--- src/rtl/mbd_pkg.sv ---
// mbd_pkg: shared FSM state type and parameter defaults for the multi-button debouncer
package mbd_pkg;
    typedef enum logic [1:0] {IDLE, ARMING, PRESSED, DISARMING} mbd_state_e;
    localparam int DEF_N_CH           = 4;
    localparam int DEF_TICK_DIV       = 250000;
    localparam int DEF_STABLE_SAMPLES = 4;
    localparam int DEF_LONG_TICKS     = 500;
    localparam int DEF_ACTIVE_LOW     = 1;
endpackage

--- src/rtl/mbd_channel.sv ---
// mbd_channel: one button channel with synchroniser, debounce FSM, hold counter and event pulses
module mbd_channel
    import mbd_pkg::*;
#(
    parameter int STABLE_SAMPLES = DEF_STABLE_SAMPLES,
    parameter int LONG_TICKS     = DEF_LONG_TICKS,
    parameter int ACTIVE_LOW     = DEF_ACTIVE_LOW
) (
    input  logic clk,
    input  logic rst,
    input  logic tick,
    input  logic btn_raw,
    output logic btn_state,
    output logic press_pulse,
    output logic release_pulse,
    output logic long_press
);
    localparam int CW = $clog2(STABLE_SAMPLES + 1);
    localparam int HW = $clog2(LONG_TICKS + 1);
    localparam logic REL = (ACTIVE_LOW != 0);
    logic sync1_q, sync2_q;
    mbd_state_e state_q, state_d;
    logic [CW-1:0] cnt_q, cnt_d, cnt_inc;
    logic [HW-1:0] hold_q, hold_d, hold_inc;
    logic btn_state_q, btn_state_d, press_q, press_d, release_q, release_d, long_q, long_d;
    logic s, on_side, cand;
    assign s        = sync2_q ^ REL;
    assign on_side  = (state_q == PRESSED) || (state_q == DISARMING);
    assign cand     = on_side ? ~s : s;
    assign cnt_inc  = cnt_q + 1'b1;
    assign hold_inc = hold_q + 1'b1;
    always_comb begin
        state_d   = state_q;
        cnt_d     = cnt_q;
        hold_d    = hold_q;
        press_d   = 1'b0;
        release_d = 1'b0;
        long_d    = 1'b0;
        if (tick) begin
            if (on_side && hold_q != HW'(LONG_TICKS)) begin
                hold_d = hold_inc;
                long_d = (hold_inc == HW'(LONG_TICKS));
            end
            if (cand && cnt_inc == CW'(STABLE_SAMPLES)) begin
                state_d   = on_side ? IDLE : PRESSED;
                cnt_d     = '0;
                hold_d    = '0;
                press_d   = ~on_side;
                release_d = on_side;
            end else if (cand) begin
                state_d = on_side ? DISARMING : ARMING;
                cnt_d   = cnt_inc;
            end else begin
                // an aborted candidate falls back silently to the committed level
                state_d = on_side ? PRESSED : IDLE;
                cnt_d   = '0;
            end
        end
        btn_state_d = (state_d == PRESSED) || (state_d == DISARMING);
    end
    always_ff @(posedge clk) begin
        if (rst) begin
            sync1_q     <= REL;
            sync2_q     <= REL;
            state_q     <= IDLE;
            cnt_q       <= '0;
            hold_q      <= '0;
            btn_state_q <= 1'b0;
            press_q     <= 1'b0;
            release_q   <= 1'b0;
            long_q      <= 1'b0;
        end else begin
            sync1_q     <= btn_raw;
            sync2_q     <= sync1_q;
            state_q     <= state_d;
            cnt_q       <= cnt_d;
            hold_q      <= hold_d;
            btn_state_q <= btn_state_d;
            press_q     <= press_d;
            release_q   <= release_d;
            long_q      <= long_d;
        end
    end
    assign btn_state     = btn_state_q;
    assign press_pulse   = press_q;
    assign release_pulse = release_q;
    assign long_press    = long_q;
endmodule

--- src/rtl/multi_button_debouncer.sv ---
// multi_button_debouncer: shared sample prescaler driving N_CH independent debounce channels
module multi_button_debouncer
    import mbd_pkg::*;
#(
    parameter int N_CH           = DEF_N_CH,
    parameter int TICK_DIV       = DEF_TICK_DIV,
    parameter int STABLE_SAMPLES = DEF_STABLE_SAMPLES,
    parameter int LONG_TICKS     = DEF_LONG_TICKS,
    parameter int ACTIVE_LOW     = DEF_ACTIVE_LOW
) (
    input  logic            clk,
    input  logic            rst,
    input  logic [N_CH-1:0] btn_raw,
    output logic [N_CH-1:0] btn_state,
    output logic [N_CH-1:0] press_pulse,
    output logic [N_CH-1:0] release_pulse,
    output logic [N_CH-1:0] long_press,
    output logic            sample_tick
);
    localparam int PW = (TICK_DIV > 1) ? $clog2(TICK_DIV) : 1;
    logic [PW-1:0] div_q, div_d;
    logic tick;
    assign tick        = (div_q == PW'(TICK_DIV - 1));
    assign div_d       = tick ? '0 : div_q + 1'b1;
    assign sample_tick = tick;
    always_ff @(posedge clk) begin
        if (rst) div_q <= '0;
        else     div_q <= div_d;
    end
    for (genvar i = 0; i < N_CH; i++) begin : g_ch
        mbd_channel #(
            .STABLE_SAMPLES(STABLE_SAMPLES),
            .LONG_TICKS    (LONG_TICKS),
            .ACTIVE_LOW    (ACTIVE_LOW)
        ) u_ch (
            .clk          (clk),
            .rst          (rst),
            .tick         (tick),
            .btn_raw      (btn_raw[i]),
            .btn_state    (btn_state[i]),
            .press_pulse  (press_pulse[i]),
            .release_pulse(release_pulse[i]),
            .long_press   (long_press[i])
        );
    end
endmodule

--- config.mk ---
export PLATFORM = sky130hd
export DESIGN_NAME = multi_button_debouncer
export DESIGN_NICKNAME = d
export VERILOG_FILES = /design/src/rtl/mbd_pkg.sv /design/src/rtl/mbd_channel.sv /design/src/rtl/multi_button_debouncer.sv
export SDC_FILE = /design/constraint.sdc
export NUM_CORES = 1
export LEC_CHECK = 0
export BUFFER_PORTS_ARGS = -buffer_cell sky130_fd_sc_hd__buf_2
export CAP_MARGIN = 20
export CORE_UTILIZATION = 66
export CTS_CLUSTER_DIAMETER = 200
export DETAILED_ROUTE_END_ITERATION = 10
export GPL_ROUTABILITY_DRIVEN = 1
export HOLD_SLACK_MARGIN = 0.03
export MAX_ROUTING_LAYER = met4
export PLACE_DENSITY = 0.89
export SYNTH_ARGS = -nofsm -noshare
export SYNTH_HDL_FRONTEND = slang
export SYNTH_HIERARCHICAL = 1
export SYNTH_SLANG_ARGS = --single-unit
--- constraint.sdc ---
create_clock -name clk -period 7.8 [get_ports clk]
set_input_delay 2.34 -clock clk [delete_from_list [all_inputs] [get_ports clk]]
set_output_delay 2.34 -clock clk [all_outputs]
set_load 0.02 [all_outputs]
==> flow_results.org, run 1 <==
** Logic synthesis
- For this run, the register share of the synthesized area comes to 39.7%.
- Number of distinct library cells after synthesis :: 36
- Largest cells by area after synthesis :: sky130_fd_sc_hd__dfxtp_1 40%, sky130_fd_sc_hd__nand3_1 5.9%, sky130_fd_sc_hd__ha_1 4.5%
- Synthesis inferred 94 register bits.
- Instance count of the mapped netlist :: 554
- After synthesis the cells add up to 0.00474 mm^2.
- Yosys synthesis warning count :: 6
- Dividing the synthesized area by the synthesized cell count gives 8.56 um^2.
- Area fraction of the dominant cell type after synthesis :: 39.7%
- When the netlist entered floorplanning its net count stood at 577.
- Yosys top cell by area :: sky130_fd_sc_hd__dfxtp_1

** CTS
- The clock passes through at most 2 buffers.
- Cell at the root of the clock tree :: sky130_fd_sc_hd__clkbuf_8
- Counting the buffers created by CTS gives 9.
- Number of post-CTS setup repair buffers :: 0
- Number of H-tree branching levels :: 3
- TritonCTS clock tree :: built
- Hold-fix buffer count after cts :: 0
- In this run, post-CTS repair resized a total of 0 instances.
- Clock transition at the register clock pins on the worst setup and hold paths after CTS :: 0.09 ns
- Counting every sink on the clock net gives 94.
- Clock latency at the later pin of the worst-skew pair :: 0.37 ns

** Layout
- Measured on the finished design, the core utilization comes to 74.4%.
- Commonest cells after routing, fill and taps aside :: 94 x sky130_fd_sc_hd__dfxtp_1, 56 x sky130_fd_sc_hd__nand3_1, 47 x sky130_fd_sc_hd__nand2_1, 37 x sky130_fd_sc_hd__a21oi_1, 32 x sky130_fd_sc_hd__nor3_1
- The area growth from synthesis to layout is 7.78%.
- Number of antenna diodes :: 0
- The finished cells cover 0.00511 mm^2.
- Leaving out fill and tap cells, the most frequent cell in the layout is sky130_fd_sc_hd__dfxtp_1.
- At the end of the flow, the number of nets in the layout was 595.
- Of the cells placed in the final design, the portion with a size suffix greater than 1 is 10.1%.

** Floorplanning
- The core region is 0.00687 mm^2.
- Initial standard-cell utilization of the core :: 69.1%
- DIE AREA :: 0.00753 mm^2
- # rows :: 30
- The die is 86.8 um wide.
- Count of pins on the block boundary :: 23
- Chip Height :: 86.8 um

** Drt
- Detailed router's first-iteration violation count :: 312
- Detailed Routing Iterations Pass 1 :: 6
- Routed Wire Length :: 10200 um
- Using the TritonRoute via totals, the vias-per-cell ratio works out to 6.44.
- The detail route stage leaves a number of antenna-violating nets equal to 0.
- Via count :: 4334
- Wire length per cell after detailed routing :: 15.1 um
- DRC viols :: 0

** STA
- Timing would allow up to 206 MHz.
- Once routing completed, OpenROAD measured the worst setup slack at 2.94 ns.
- For the final routed database, the setup TNS stands at 0 ns.
- Setup repair after global routing left no endpoint under its margin.
- At the pin with the least slew margin, the transition time is 0.936 ns.
- Final slew viol count :: 0
- Setup violations remaining at the end of the flow were counted as 0.
- The final hold violation count came to 0.
- On the final layout, the worst hold slack is 0.411 ns.
- For the final database, setup skew stands at 0.0116 ns.
- Headroom to the max-slew limit :: 37.4%
- Share of the clock period used by the worst path :: 62.3%
- Min cycle time layout :: 4.86 ns

** GRT
- For this run, the total global-route usage over all layers was measured as 29.4%.
- Maximum number of pins on one net before global-route repair :: 54
- The via count of the first global-routing pass came to 3808.
- For this run the aggregate overflow at the end of global routing stands at 0.
- First-pass GRT wire length :: 17200 um
- Antenna violations before repair :: 0

** Setup path
- Data on the critical path arrives at its endpoint at 2.52 ns.
- Setup Crit Path Kind :: register to primary output
- STA classifies the critical path startpoint as a register.
- The worst setup path is captured at a primary output.
- Worst endpoint required time :: 5.46 ns
- Largest fanout on the critical path :: 53

** Status
- The flow ran to the end, and the final reports show no timing, DRC or antenna violations.

** Pwr
- Across the VDD grid, the largest voltage drop is 0.134 mV.
- For this design the static power due to leakage is 1.66 nW.
- Power per unit of standard cell area :: 166 mW/mm^2

** Job
- Number of max-cap violations :: 0

** Place
- Routability Congestion :: 0.941
- After legalization and detailed placement, the total HPWL measured 6680 um.
- After detailed placement, the total cell area comes to 0.00491 mm^2.
- Post-Place Worst Slack :: 3.36 ns
- Port-buffer cells :: 22

** Hold path
- The path class of the tightest hold or removal check is register to register.
## sequential cells by signal (all words and copies together) (netlist names)
signal and flops:
g_ch.u_ch/state_q 4, g_ch.u_ch/press_pulse 4, g_ch.u_ch/long_press 4, g_ch.u_ch/release_pulse 4, div_q 18, g_ch.u_ch/hold_q 36, g_ch.u_ch/cnt_q 12, g_ch.u_ch/sync1_q 4
g_ch.u_ch/sync2_q 4, g_ch.u_ch/btn_state 4
## cell usage after synthesis
master / instances
sky130_fd_sc_hd__and3_1: 4
sky130_fd_sc_hd__o41ai_4: 1
sky130_fd_sc_hd__a311oi_1: 8
sky130_fd_sc_hd__or4_1: 1
sky130_fd_sc_hd__nand4b_1: 4
sky130_fd_sc_hd__o21ai_0: 9
sky130_fd_sc_hd__o311a_1: 4
sky130_fd_sc_hd__xnor2_2: 4
sky130_fd_sc_hd__nand4_4: 1
sky130_fd_sc_hd__or3b_1: 4
sky130_fd_sc_hd__buf_4: 5
sky130_fd_sc_hd__a21oi_1: 37
sky130_fd_sc_hd__nand4_1: 24
sky130_fd_sc_hd__xor2_1: 5
sky130_fd_sc_hd__and4_1: 4
sky130_fd_sc_hd__nand2b_1: 5
sky130_fd_sc_hd__nand3b_1: 4
sky130_fd_sc_hd__nor4_1: 10
sky130_fd_sc_hd__a41oi_1: 4
sky130_fd_sc_hd__nor2_1: 30
sky130_fd_sc_hd__dfxtp_1: 94
sky130_fd_sc_hd__a31oi_1: 16
sky130_fd_sc_hd__o211ai_1: 28
sky130_fd_sc_hd__nand2_1: 47
sky130_fd_sc_hd__nor4b_1: 4
sky130_fd_sc_hd__xnor2_1: 14
sky130_fd_sc_hd__ha_1: 17
sky130_fd_sc_hd__nand3_1: 56
sky130_fd_sc_hd__nor3_1: 32
sky130_fd_sc_hd__a31oi_4: 4
sky130_fd_sc_hd__o21a_1: 20
sky130_fd_sc_hd__clkbuf_1: 12
sky130_fd_sc_hd__inv_1: 29
sky130_fd_sc_hd__o22ai_1: 4
sky130_fd_sc_hd__or3_1: 1
sky130_fd_sc_hd__or2_2: 8
## power breakdown
| part | switching [mW] | internal (mW) |
|---|---|---|
| logic | 0.0135 | 0.00945 |
| registers | 0.0111 | 0.487 |
| clock network | 0.166 | 0.164 |
| total | 0.190 | 0.660 |
## critical path, cell delays in order (launching register included)
cell and delay (ns):
sky130_fd_sc_hd__dfxtp_1 0.42, sky130_fd_sc_hd__ha_1 0.24, sky130_fd_sc_hd__nand4_1 0.24, sky130_fd_sc_hd__nand2b_1 0.29, sky130_fd_sc_hd__nor4_2 0.18, sky130_fd_sc_hd__buf_4 0.49, sky130_fd_sc_hd__buf_2 0.26
## routing by layer
layer | vias up | GRT usage [%] | share of wire (%)
li1 | 2114 | - | -
met1 | 2032 | 37.5 | 45
met2 | 160 | 46.0 | 47
met3 | 28 | 5.33 | 5.9
met4 | 0 | 12.3 | 2.1
met5 | - | - | 0
## logic make-up after synthesis
logic type / after synthesis / synth area share (%)
simple gates: 239 / 26.4
compound gates: 135 / 20.5
flops: 94 / 39.7
buf+inv: 46 / 4.03
xor+xnor: 23 / 4.88
fa+ha+maj: 17 / 4.48
## layout make-up
cell class	instances	area [um^2]
multi-input combinational	414	2680
sequential	94	1880
fill	500	1760
clock buffer	12	155
timing repair buffer	24	125
tap	96	120
inverter	29	109
clock inverter	4	45.0
## path summary, 6_finish.rpt
kind,from,to,slack (ns),depth (start not counted)
worst min register to register,g_ch[2].u_ch/sync1_q,g_ch[2].u_ch/sync2_q,0.41,1
worst max register to register,div_q[0],g_ch[3].u_ch/hold_q[3],4.67,9
worst max-delay path,div_q[0],sample_tick,2.94,6
worst min-delay path,g_ch[2].u_ch/sync1_q,g_ch[2].u_ch/sync2_q,0.41,1
## metrics by stage
step / power (mW) / cells
after floorplan: 0.525 / 554
after detailed placement: 0.532 / 657
after global routing: 0.881 / 673
after global placement: 0.530 / 657
after CTS: 0.854 / 673
final: 0.851 / 673
No activity file was read; power rests on OpenSTA's default activity.
==> inputs of run 2 (changes only) <==
--- a/config.mk
+++ b/config.mk
@@ -7,13 +7,13 @@
 export LEC_CHECK = 0
 export BUFFER_PORTS_ARGS = -buffer_cell sky130_fd_sc_hd__buf_2
 export CAP_MARGIN = 20
-export CORE_UTILIZATION = 66
+export CORE_UTILIZATION = 55
 export CTS_CLUSTER_DIAMETER = 200
 export DETAILED_ROUTE_END_ITERATION = 10
 export GPL_ROUTABILITY_DRIVEN = 1
 export HOLD_SLACK_MARGIN = 0.03
 export MAX_ROUTING_LAYER = met4
-export PLACE_DENSITY = 0.89
+export PLACE_DENSITY = 0.79
 export SYNTH_ARGS = -nofsm -noshare
 export SYNTH_HDL_FRONTEND = slang
 export SYNTH_HIERARCHICAL = 1
==> constraint.sdc (replaced) <==
create_clock -name clk -period 4.41 [get_ports clk]
set_input_delay 1.323 -clock clk [delete_from_list [all_inputs] [get_ports clk]]
set_output_delay 1.323 -clock clk [all_outputs]
set_load 0.02 [all_outputs]
==> run 2 against run 1 <==
  * Clock skew down 0.0028 ns
  * Core utilization is 13 points lower
  * Power is 71% higher
  * Sequential share of layout area about the same
  * Combinational power increased by 83%
  * Highest routed layer unchanged
==> flow_results.org, run 2 (same netlist as run 1, synthesis figures left out) <==
** Status
- The flow ran to the end, and the final reports show no timing, DRC or antenna violations.

** Layout
- Flip-flop count of the largest register, all copies and words added :: 36 (unchanged)
- The count of filler cells inserted in the layout was 714 (+43%).
- In the layout the commonest cells are 94 x sky130_fd_sc_hd__dfxtp_1, 56 x sky130_fd_sc_hd__nand3_1, 47 x sky130_fd_sc_hd__nand2_1, 37 x sky130_fd_sc_hd__a21oi_1, 32 x sky130_fd_sc_hd__nor3_1.
- Number of nets in the final layout :: 596 (+0.17%)
- The post-layout instance area is 0.00512 mm^2 (about the same).
- The count of inserted antenna diode cells came to 0 (unchanged).
- Synth-to-Final Area Change :: 7.89% (about the same)
- The area occupied by multi-input gates is 0.00268 mm^2 (unchanged).
- Top reg by flops :: g_ch.u_ch/hold_q
- The largest registers in the layout are g_ch.u_ch/hold_q (36), div_q (18), g_ch.u_ch/cnt_q (12).
- Storage cell area :: 0.00188 mm^2 (unchanged)
- Most frequent standard cell in the layout excluding fill and tap cells :: sky130_fd_sc_hd__dfxtp_1
- Share of layout cells above drive strength 1 :: 9.88% (-0.17 points)

** Place
- Post-placement cell area :: 0.00493 mm^2 (+0.38%)
- The half-perimeter wire length after detailed placement was 6650 um (-0.43%).
- Routability Congestion :: 0.893 (-5.1%)
- Port-buffer cells :: 22 (unchanged)

** STA
- The final hold violation count is 0 (unchanged).
- Setup TNS Final :: 0 ns (unchanged)
- Share of the clock period used by the worst path :: 74.5%
- Headroom to the max-slew limit :: 40.4% (+3.0 points)
- Worst slew pin tran :: 0.894 ns (-0.0412 ns)
- The worst clock skew on the final layout came to 0.00873 ns (-0.00283 ns).
- Min cycle time layout :: 3.29 ns
- Setup repair after global routing left no endpoint under its margin.
- Timing would allow up to 304 MHz.
- The number of endpoints failing setup at the final stage is 0 (unchanged).
- The final number of max-transition violations came to 0 (unchanged).

** Floorplanning
- The full die area is 0.00900 mm^2 (+20%).
- Core footprint :: 0.00830 mm^2 (+21%)
- The vertical die dimension was 94.9 um (+9.3%).
- The number of top-level pins came to 23 (unchanged).
- Horiz. Die Dim :: 94.9 um (+9.3%)
- Initial standard-cell utilization of the core :: 57.2% (-12 points)
- The row count came to 33 (+10%).

** Job
- The number of max-capacitance violations reported is 0 (unchanged).

** GRT
- The via count of the first global-routing pass was 3855 (+1.2%).
- The initial antenna violation count was 0 (unchanged).
- The maximum number of pins on one net before global-route repair is 53 (-1.9%).
- First-pass GRT wire length :: 17000 um (-1.3%)
- The global-route usage over all layers was 24.2% (-5.2 points).
- The leftover overflow at the end of global routing is 0 (unchanged).

** Setup path
- Largest fanout on the critical path :: 6 (-89%)
- For this design, the slowest cell found on the critical path is sky130_fd_sc_hd__dfxtp_1.
- Critical Path AT :: 1.96 ns (-0.56 ns)
- Critical path capture point type :: primary output
- Critical path startpoint category :: register
- Worst endpoint required time :: 3.09 ns (-2.37 ns)
- Walking the worst path, the cells encountered are ha_1, nand4_1, nand2b_1, nor4_2, buf_2.
- Largest incremental delay on the critical path :: 0.42 ns (-0.07 ns)
- The worst setup path is of the register to primary output kind.

** CTS
- Clock sink count :: 94 (unchanged)
- The clock transition time at the flip-flop clock pins of the worst setup and hold paths came to 0.08 ns (about the same).
- Number of post-CTS setup repair buffers :: 0 (unchanged)
- The number of buffers added by the clock tree synthesis step was 9 (unchanged).
- Maximum root-to-sink buffer count :: 2 (unchanged)
- Hold-fix buffer count after cts :: 0 (unchanged)
- The H-tree level count was 3 (unchanged).
- Resize count post-CTS :: 0 (unchanged)
- Clock latency at the later pin of the worst-skew pair :: 0.35 ns (-0.02 ns)
- TritonCTS clock tree :: built
- Cell at the root of the clock tree :: sky130_fd_sc_hd__clkbuf_8

** Hold path
- Worst hold path class :: register to register

** Pwr
- The cell leakage power was 1.65 nW (-0.33%).
- The power density over the cells came to 285 mW/mm^2 (+71%).
- The highest ir drop seen on vdd was 0.230 mV (+71%).

** Drt
- Detailed router's first-iteration violation count :: 216 (-31%)
- The residual antenna-violating net count after detailed routing is 0 (unchanged).
- Detailed Routing Iterations Pass 1 :: 5 (-1)
- Routed Wire Length :: 9700 um (-4.5%)
- DRC viols :: 0 (unchanged)
- Via count :: 4179 (-3.6%)
- The detailed-route vias per instance is 6.13 (-4.8%).
- Wire length per cell after detailed routing :: 14.2 um (-5.8%)
## run 2: cell types whose count changed in the layout (fill, tap and decap cells not counted), sizes merged
cell and change:
buf +1, clkinv -3, clkbuf +3, bufinv -1
## run 2: cell type report
type / instances / share of cell area, %
inverters: 29 / 2.13
flip-flops and latches: 94 / 36.8
repair buffers: 25 / 2.59
well taps: 105 / 2.57
clock buffers: 15 / 3.64
multi-input cells: 414 / 52.3
## run 2: worst paths after layout
kind,start,endpoint,slack (ns),cells past startpoint
worst min-delay path,g_ch[0].u_ch/sync1_q,g_ch[0].u_ch/sync2_q,0.42,1
worst max register to register,div_q[0],g_ch[2].u_ch/hold_q[3],1.33,9
worst min register to register,g_ch[0].u_ch/sync1_q,g_ch[0].u_ch/sync2_q,0.42,1
worst max-delay path,div_q[0],sample_tick,1.12,5
## run 2: stage by stage
step           util [%]  std cells  hold slack [ns]  setup WS (ns)  power (mW)
2_1_floorplan         -        554            0.389         0.0194       0.928
3_3_place_gp       59.4        667            0.395           1.52       0.941
3_5_place_dp       59.4        667            0.404           1.33       0.943
4_1_cts            61.7        682            0.426           1.08        1.48
5_1_grt            61.7        682            0.434          0.911        1.52
6_report           61.7        682            0.418           1.12        1.46
## run 2: power by group
group          leakage, nW  internal [mW]  switching, mW
registers            0.761          0.861         0.0201
clock network       0.0958          0.265          0.269
logic                0.796         0.0174         0.0249
## run 2: critical path: cells and delay by family, from the launching register on
family	cells	cell delay, ns
AND/OR/NAND/NOR	3	0.71
flip-flops	1	0.42
buffers and inverters	1	0.24
adder cells (fa/ha/maj)	1	0.23
## run 2: layer usage
layer,wire [um],up-vias,GRT usage [%]
met3,397,15,4.35
met2,4610,92,40.0
met1,4550,1957,29.0
li1,-,2115,-
met5,0,-,-
met4,147,0,9.47
